==> config.mk <==
export PLATFORM = sky130hd
export DESIGN_NAME = sad_requester
export DESIGN_NICKNAME = d
export VERILOG_FILES = /design/src/rtl/sad_requester.sv
export SDC_FILE = /design/constraint.sdc
export NUM_CORES = 1
export LEC_CHECK = 0
export CORE_ASPECT_RATIO = 0.75
export CORE_MARGIN = 2
export CORE_UTILIZATION = 46
export DETAILED_ROUTE_END_ITERATION = 8
export GPL_TIMING_DRIVEN = 0
export MAX_ROUTING_LAYER = met4
export PLACE_DENSITY = 0.77
export SLEW_MARGIN = 10
export SYNTH_ARGS = -nofsm -noshare
export SYNTH_HDL_FRONTEND = slang
export SYNTH_SLANG_ARGS = --single-unit
==> constraint.sdc <==
create_clock -name clk -period 2.2 [get_ports clk]
set_clock_uncertainty 0.2 [all_clocks]
set_input_delay 0.55 -clock clk [delete_from_list [all_inputs] [get_ports clk]]
set_output_delay 0.55 -clock clk [all_outputs]
set_load 0.03 [all_outputs]
==> src/rtl/sad_requester.sv <==
// ============================================================================
// Module   : sad_requester
// Brief    : Handshake initiator for the SAD core. Pulses init, streams pixel
//            blocks from synchronous memory, waits for the result and acks it.
// Revision : 1.0 - initial release
// ============================================================================
`default_nettype none

module sad_requester #(
    parameter int DATA_W     = 8,
    parameter int BLK_LEN    = 16,
    parameter int SAD_W      = 16,
    parameter int ADDR_W     = 10,
    parameter int MAX_BLOCKS = 16,
    parameter int TIMEOUT    = 1023
) (
    input  logic              clk,
    input  logic              rst_n,
    input  logic              start,
    input  logic [ADDR_W-1:0] base_addr,
    output logic              busy,
    output logic              init,
    output logic              loaded,
    output logic              ack,
    input  logic              en_sad,
    input  logic              out_done,
    input  logic [SAD_W-1:0]  sad_in,
    output logic              mem_rd,
    output logic [ADDR_W-1:0] mem_addr,
    input  logic [DATA_W-1:0] mem_data,
    output logic              blk_valid,
    output logic [DATA_W-1:0] blk_data,
    output logic [SAD_W-1:0]  result,
    output logic              result_valid,
    output logic              err
);

    localparam int c_BLK_W  = $clog2(MAX_BLOCKS + 1);
    localparam int c_FCNT_W = $clog2(BLK_LEN + 1);
    localparam int c_WCNT_W = (TIMEOUT > 1) ? $clog2(TIMEOUT) : 1;

    localparam logic [c_BLK_W-1:0]  c_BLK_MAX   = c_BLK_W'(MAX_BLOCKS);
    localparam logic [c_FCNT_W-1:0] c_FCNT_LAST = c_FCNT_W'(BLK_LEN);
    localparam logic [c_FCNT_W-1:0] c_FCNT_RD   = c_FCNT_W'(BLK_LEN);
    localparam logic [c_WCNT_W-1:0] c_WAIT_LAST = c_WCNT_W'(TIMEOUT - 1);

    localparam logic [2:0] c_IDLE    = 3'd0;
    localparam logic [2:0] c_INIT    = 3'd1;
    localparam logic [2:0] c_WAIT_EN = 3'd2;
    localparam logic [2:0] c_FETCH   = 3'd3;
    localparam logic [2:0] c_LOADED  = 3'd4;
    localparam logic [2:0] c_ACK     = 3'd5;
    localparam logic [2:0] c_DONE    = 3'd6;

    logic [2:0]          r_state;
    logic [2:0]          w_next;
    logic [ADDR_W-1:0]   r_addr;
    logic [c_BLK_W-1:0]  r_blk_cnt;
    logic [c_FCNT_W-1:0] r_fcnt;
    logic [c_WCNT_W-1:0] r_wcnt;
    logic                r_blk_valid;
    logic [SAD_W-1:0]    r_result;
    logic                r_err;
    logic                w_mem_rd;
    logic                w_err_set;
    logic                w_accept;

    assign w_accept = (r_state == c_IDLE) && start;
    // Reads occupy the first BLK_LEN FETCH cycles; the final cycle drains the last sample.
    assign w_mem_rd = (r_state == c_FETCH) && (r_fcnt < c_FCNT_RD);

    always_comb begin
        w_next    = r_state;
        w_err_set = 1'b0;
        case (r_state)
            c_IDLE:    if (start) w_next = c_INIT;
            c_INIT:    w_next = c_WAIT_EN;
            c_WAIT_EN: begin
                if (en_sad && out_done) begin
                    w_next = c_ACK;
                end else if (en_sad) begin
                    if (r_blk_cnt < c_BLK_MAX) begin
                        w_next = c_FETCH;
                    end else begin
                        w_next    = c_IDLE;
                        w_err_set = 1'b1;
                    end
                end else if (r_wcnt == c_WAIT_LAST) begin
                    w_next    = c_IDLE;
                    w_err_set = 1'b1;
                end
            end
            c_FETCH:   if (r_fcnt == c_FCNT_LAST) w_next = c_LOADED;
            c_LOADED:  w_next = c_WAIT_EN;
            c_ACK:     w_next = c_DONE;
            c_DONE:    w_next = c_IDLE;
            default:   w_next = c_IDLE;
        endcase
    end

    always_ff @(posedge clk or negedge rst_n) begin
        if (!rst_n) begin
            r_state     <= c_IDLE;
            r_addr      <= '0;
            r_blk_cnt   <= '0;
            r_fcnt      <= '0;
            r_wcnt      <= '0;
            r_blk_valid <= 1'b0;
            r_result    <= '0;
            r_err       <= 1'b0;
        end else begin
            r_state     <= w_next;
            r_err       <= w_err_set;
            r_blk_valid <= w_mem_rd;

            // Address runs on across blocks and wraps silently.
            if (w_accept) begin
                r_addr <= base_addr;
            end else if (w_mem_rd) begin
                r_addr <= r_addr + ADDR_W'(1);
            end

            if (w_accept) begin
                r_blk_cnt <= '0;
            end else if (r_state == c_LOADED) begin
                r_blk_cnt <= r_blk_cnt + c_BLK_W'(1);
            end

            r_fcnt <= (r_state == c_FETCH) ? r_fcnt + c_FCNT_W'(1) : '0;
            r_wcnt <= (r_state == c_WAIT_EN) ? r_wcnt + c_WCNT_W'(1) : '0;

            if (r_state == c_ACK) begin
                r_result <= sad_in;
            end
        end
    end

    assign busy         = (r_state != c_IDLE);
    assign init         = (r_state == c_INIT);
    assign loaded       = (r_state == c_LOADED);
    assign ack          = (r_state == c_ACK);
    assign result_valid = (r_state == c_DONE);
    assign err          = r_err;
    assign mem_rd       = w_mem_rd;
    assign mem_addr     = r_addr;
    assign blk_valid    = r_blk_valid;
    assign blk_data     = r_blk_valid ? mem_data : '0;
    assign result       = r_result;

endmodule

`default_nettype wire

==> flow_summary_export.csv, run 1 <==
group,metric,value,unit
cts,clock_path_buffers,2,
power_and_ir_drop,p_clk_frac,0.117,
synthesis,synthMuxAreaShare,0.0233,
finish,diodes,0,
finish,area_growth,42.6,%
timing,slew_headroom,0.554,
cts,htreeDepth,2,
synthesis,synth_top_area_frac,0.517,
synthesis,avgSynthCellArea,9.87,µm²
cts,clock_sinks,51,
worst_setup_path,critPathMaxFanout,3,
timing,min_period,2.16,ns
power_and_ir_drop,irDropWorstVdd,687,µV
worst_setup_path,crit_path_cell_trace,"clkdlybuf4s50_1",
grt,grt_max_degree,28,
die,boundaryPins,81,
synthesis,synth_area_leaders,"dfrtp_1 52%, nand2_1 10%, xnor2_1 3.9%, xor2_1 3.2%, ha_1 3.0%",
cts,clk_pin_slew_worst_paths,0.09,ns
synthesis,synth_ff_type,"dfrtp_1",
route,wl,5.65,mm
synthesis,yosys_warnings,0,
worst_setup_path,crit-reg2reg-capture,"mem_addr[9]",
worst_setup_path,crit_end,"mem_addr[5]",
route,antenna_left,0,
status,status,"complete, no violations",
synthesis,syn_area,2470,µm²
worst_setup_path,r2r-start,"r_state[2]",
power_and_ir_drop,seq_power_share,0.349,
synthesis,ys_seq_area_frac,0.517,
worst_setup_path,required,1.45,ns
worst_setup_path,crit_path_start_kind,"flip-flop",
timing,hold_ws,0.0413,ns
route,viasPerCell,4.94,
cts,cts-buffers-inserted,5,
route,first_iter_violations,77,
timing,finalWorstSetupSlack,0.0384,ns
route,dr.pass1.iters,4,
worst_setup_path,reg2regPathDepth,7,
timing,post-route-period-util,0.983,
grt,grt_use_total,0.206,
worst_setup_path,r2r_setup_slack,0.24,ns
worst_setup_path,crit_family,"buffers and inverters",
worst_setup_path,slowest_stage,"clkdlybuf4s50_1",
synthesis,synth-edff-count,0,
placement,gp_congestion,0.749,
power_and_ir_drop,comb_power_share,0.534,
worst_setup_path,path_buf_inv,1,
grt,antenna_found_initial,0,
route,drcViolationCount,0,
placement,pre_cts_slack,-0.525,ns
power_and_ir_drop,p_sw_frac,0.431,
synthesis,syn_inst,250,
synthesis,synth-compound-area-share,0.0568,
cts,cts_root_buf,"clkbuf_8",
power_and_ir_drop,p_leak,1.62,nW
synthesis,synth_top_family_by_area,"simple AND/OR/NAND/NOR gates",
synthesis,ys_ff_latch,51,
placement,hpwl,4.08,mm
finish,nNetsFinal,387,
worst_setup_path,setup.worst_path.class,"flip-flop to output pin",
finish,layout-drive-gt1-share,0.134,
cts,tritoncts,"built",
timing,hold_viol,0,
die,fp.dieArea,5970,µm²
timing,fmax,0.463,GHz
synthesis,synthSimpleGateAreaFrac,0.267,
worst_setup_path,max_stage_delay,0.70,ns
power_and_ir_drop,cell_internal_pwr,2.47,mW
die,core,5270,µm²
worst_setup_path,crit_start,"mem_addr[5]",
placement,numPortBuffers,80,
timing,worst_pin_slew,0.666,ns
grt,grt_pass1_vias,1967,
grt,overflow,0,
route,vias,2067,
placement,place_inst,406,
synthesis,synth_xor_area_frac,0.0710,
timing,slew_viol_final,0,
finish,stdcell_count,418,
worst_setup_path,crit_cells,1,
synthesis,synth_fp_nets,295,
synthesis,yosysTopAreaCell,"dfrtp_1",
synthesis,yosysUniqueCellTypes,41,
die,die_w,88.6,µm
flow_run,maxCapViolations,0,
hold_path,hold_path_class,"input port to async pin",
worst_setup_path,endpoint_kind,"output pin",
timing,finalSetupViolations,0,
worst_setup_path,worstPathArrival,1.41,ns
cts,clk_latency,0.30,ns
power_and_ir_drop,cellPowerDensity,1230,nW/µm²
grt,grt_pass1_wl,9.13,mm
die,rows,23,
synthesis,synthAdderAreaFrac,0.0304,
die,start_util,0.469,
synthesis,async_flop_share,1.00,
cts,cts_hold_buf,0,
route,wl_per_cell,13.5,µm
die,die_h,67.4,µm
power_and_ir_drop,net-switching-power,1.87,mW
==> power by group through the flow <==
stage	Sequential [mW]	Clock, mW	Combinational [mW]
2_1_floorplan	1.99	0	0.885
3_3_place_gp	1.52	0	2.24
3_5_place_dp	1.53	0	2.28
4_1_cts	1.51	0.534	2.31
5_1_grt	1.56	0.567	2.51
6_report	1.51	0.510	2.32
==> Yosys cell counts, types with 2 or more instances <==
library cell and number:
inv_1 5, mux2i_1 2, and3_1 3, o21ai_0 12, nand3_1 10, buf_2 2, xor2_1 9, o21ai_1 3
mux2_2 2, nor3_1 4, clkbuf_1 2, ha_1 6, and2_1 11, nor2b_1 2, dfrtp_1 51, nand2_1 66
a21oi_1 2, nand4_1 6, a22o_2 2, nor2_1 15, buf_6 4, xnor2_1 11, or3_1 2
==> cell type report <==
type | instances | area (µm²)
fillers | 441 | 1750
flip-flops and latches | 51 | 1280
multi-input cells | 185 | 1120
repair buffers | 86 | 855
well taps | 75 | 93.8
clock buffers | 7 | 76.3
plain buffers | 7 | 63.8
inverters | 6 | 30.0
clock inverters | 1 | 5.00
==> layer usage <==
metal	track usage	routed length, µm	vias to the layer above
met3	0.0526	390	11
met4	0.0739	96	0
met2	0.302	2530	73
met1	0.279	2640	973
met5	-	0	-
li1	-	-	1010
==> how the worst min path moves through the flow <==
| stage | start | to | slack [ns] |
|---|---|---|---|
| finish | rst_n | mem_addr[3] | 0.04 |
| floorplan | rst_n | blk_valid | 0.05 |
| CTS | rst_n | mem_addr[4] | 0.05 |
| global placement | result[1] | result[1] | 0.26 |
| global route | rst_n | mem_addr[4] | 0.08 |
| detailed placement | result[2] | result[2] | 0.26 |
==> through the flow <==
stage	total power, mW	utilization	setup TNS, ns	instance area, µm²
final	4.34	0.669	0	3520
after floorplan	2.88	-	0	2470
after global placement	3.76	0.639	-62.88	3360
after detailed placement	3.82	0.641	-5.57	3380
after CTS	4.36	0.664	0	3500
after global routing	4.64	0.669	-0.00753	3520
==> cells in the final DEF, fill, tap and decap left out, types with 3 or more instances in the layout <==
cell type / n
nand2_1: 66
clkdlybuf4s50_1: 57
dfrtp_1: 50
nor2_1: 15
o21ai_0: 12
and2_1: 11
xnor2_1: 11
nand3_1: 10
xor2_1: 9
clkdlybuf4s15_2: 7
nand4_1: 6
ha_1: 6
buf_4: 6
dlymetal6s2s_1: 6
buf_6: 5
inv_1: 5
clkbuf_8: 5
clkbuf_1: 4
nor3_1: 4
buf_2: 4
and3_1: 3
o21ai_1: 3
==> logic make-up (layout without fill, tap and decap cells) <==
logic type / after synthesis / after routing
buffers and inverters: 14 / 107
adders and majority gates: 6 / 6
xor gates and xnor gates: 20 / 20
and+or+nand+nor: 131 / 131
DFF: 51 / 51
muxes: 5 / 5
AOI/OAI and AO/OA: 23 / 23
==> registers in the layout, indices dropped and copies added (netlist names) <==
signal and flops:
result 16, mem_addr 10, r_wcnt 10, r_blk_cnt 5
r_fcnt 5, r_state 3, blk_valid 1, err 1
==> what timing repair did <==
| item | 4_1_cts | 5_1_grt |
|---|---|---|
| cloned | 0 | 0 |
| gates resized for setup | 59 | 17 |
| setup endpoints to repair | 16 | 12 |
| pin swaps | 1 | 0 |
| setup buffers | 2 | 3 |
| hold endpoints to repair | 0 | 0 |
No activity file was read; power rests on OpenSTA's default activity.
==> run 2: changes to the inputs <==
Settings changed: CORE_UTILIZATION 46 to 35, PLACE_DENSITY 0.77 to 0.61.
==> run 2 against run 1 <==
Worst hold slack gained 0.24 ns; setup slack gained 0.0034 ns; sequential share of layout area shrank 0.86 points; highest routed layer unchanged; sequential cell count is the same; critical path depth grew 2; cell area grew 2.4%; sequential power is essentially flat; maximum frequency grew 0.16%; clock-buffer cell count shrank 2; via count shrank 1.3%; routed wire length shrank 3.5%.
==> flow_summary_export.csv, run 2 (synthesis gave the netlist of run 1 again) <==
group,metric,value,unit
status,status,"complete, no violations",
route,first_iter_violations,77,
worst_setup_path,max_stage_delay,0.42,ns
route,drcViolationCount,0,
timing,grt_setup_unrepaired,"yes",
worst_setup_path,slowest_stage,"dfrtp_2",
die,die_h,76.7,µm
timing,finalSetupViolations,0,
grt,grt_use_total,0.151,
finish,largest_register_ffs,16,
route,vias,2041,
grt,grt_pass1_wl,9.24,mm
power_and_ir_drop,irDropWorstVdd,674,µV
timing,finalWorstSetupSlack,0.0418,ns
timing,slew_headroom,0.682,
placement,pre_cts_slack,-0.525,ns
route,wl,5.46,mm
cts,cts_root_buf,"clkbuf_8",
power_and_ir_drop,total_power,4.37,mW
cts,tritoncts,"built",
worst_setup_path,crit_family,"flip-flops",
grt,grt_pass1_vias,1990,
route,dr.pass1.iters,5,
finish,final_cell_mix,"66 x nand2_1, 59 x clkdlybuf4s50_1, 50 x dfrtp_1",
power_and_ir_drop,cellPowerDensity,1210,nW/µm²
placement,hpwl,3.91,mm
finish,area_growth,46.1,%
route,wl_per_cell,12.5,µm
cts,clock_sinks,51,
worst_setup_path,required,1.45,ns
die,boundaryPins,81,
die,rows,26,
timing,post-route-period-util,0.981,
hold_path,hold_path_class,"flip-flop to flip-flop",
power_and_ir_drop,p_leak,1.63,nW
worst_setup_path,crit_path_start_kind,"flip-flop",
placement,numPortBuffers,80,
die,start_util,0.361,
finish,diodes,0,
cts,htreeDepth,2,
finish,nNetsFinal,395,
grt,overflow,0,
worst_setup_path,endpoint_kind,"output pin",
route,antenna_left,0,
flow_run,maxCapViolations,0,
worst_setup_path,crit_path_cell_trace,"clkbuf_4, or3_4, buf_6",
placement,gp_congestion,0.825,
timing,min_period,2.16,ns
grt,antenna_found_initial,0,
cts,clk_pin_slew_worst_paths,0.10,ns
cts,clock_path_buffers,2,
die,core,6830,µm²
worst_setup_path,critPathMaxFanout,10,
worst_setup_path,worstPathArrival,1.41,ns
die,fp.dieArea,7750,µm²
die,die_w,101,µm
worst_setup_path,path_buf_inv,2,
timing,slew_viol_final,0,
timing,hold_viol,0,
worst_setup_path,setup.worst_path.class,"flip-flop to output pin",
cts,clk_latency,0.30,ns
timing,fmax,0.463,GHz
cts,cts-buffers-inserted,5,
grt,grt_max_degree,35,
timing,worst_pin_slew,0.471,ns
route,viasPerCell,4.69,
finish,layout-drive-gt1-share,0.160,
finish,final_common_cell,"nand2_1",
[run 2: cell type report]
type                            count  area, µm²
Clock inverter                      3       18.8
Timing Repair Buffer               94        912
Sequential cell                    51       1280
Tap cell                           84        105
Fill cell                         643       3230
Buffer                              7       63.8
Multi-Input combinational cell    185       1120
Inverter                            6       35.0
Clock buffer                        5       68.8
[run 2: tightest hold or removal path, stage by stage (launching register included)]
cell and delay [ns]:
dfrtp_1 0.35, nand2_1 0.05, nand2_1 0.05
[run 2: where the power goes]
part	leakage (nW)	switching, mW	internal [mW]
clock network	0.0483	0.316	0.225
logic	0.944	1.32	1.02
registers	0.641	0.241	1.25
[run 2: stage by stage]
step	TNS, ns	instance area (µm²)	hold slack [ns]	utilization	cells
global placement	-70.91	3370	0.257	0.494	414
CTS	0	3530	0.287	0.517	426
detailed placement	-6.17	3390	0.262	0.496	415
floorplan	0	2470	0.0544	-	250
finish	0	3610	0.278	0.528	435
global route	-0.0460	3610	0.308	0.528	435
[run 2: what timing repair did]
action / 4_1_cts / 5_1_grt
pin swaps: 1 / 0
hold buffers: 1 / 0
resized for setup: 67 / 12
buffers inserted: 3 / 9
endpoints found under the hold margin: 11 / 0
endpoints found under the setup margin: 18 / 9
[run 2: metal layers]
layer,track usage,share of wire,up-vias
li1,-,-,1028
met1,0.204,0.49,938
met2,0.230,0.43,71
met3,0.0465,0.082,4
met4,0.0243,0.0060,0
met5,-,0,-
[run 2: path summary, 6_finish.rpt]
| kind | depth (start not counted) | slack [ns] | end | from |
|---|---|---|---|---|
| min in group asynchronous | 2 | 0.52 | result[2] | rst_n |
| min reg2reg | 2 | 0.28 | result[12] | result[12] |
| min | 2 | 0.28 | result[12] | result[12] |
| max | 3 | 0.04 | busy | r_state[0] |
| max in group asynchronous | 3 | 0.73 | r_state[0] | rst_n |
| max reg2reg | 7 | 0.21 | mem_addr[9] | r_state[2] |
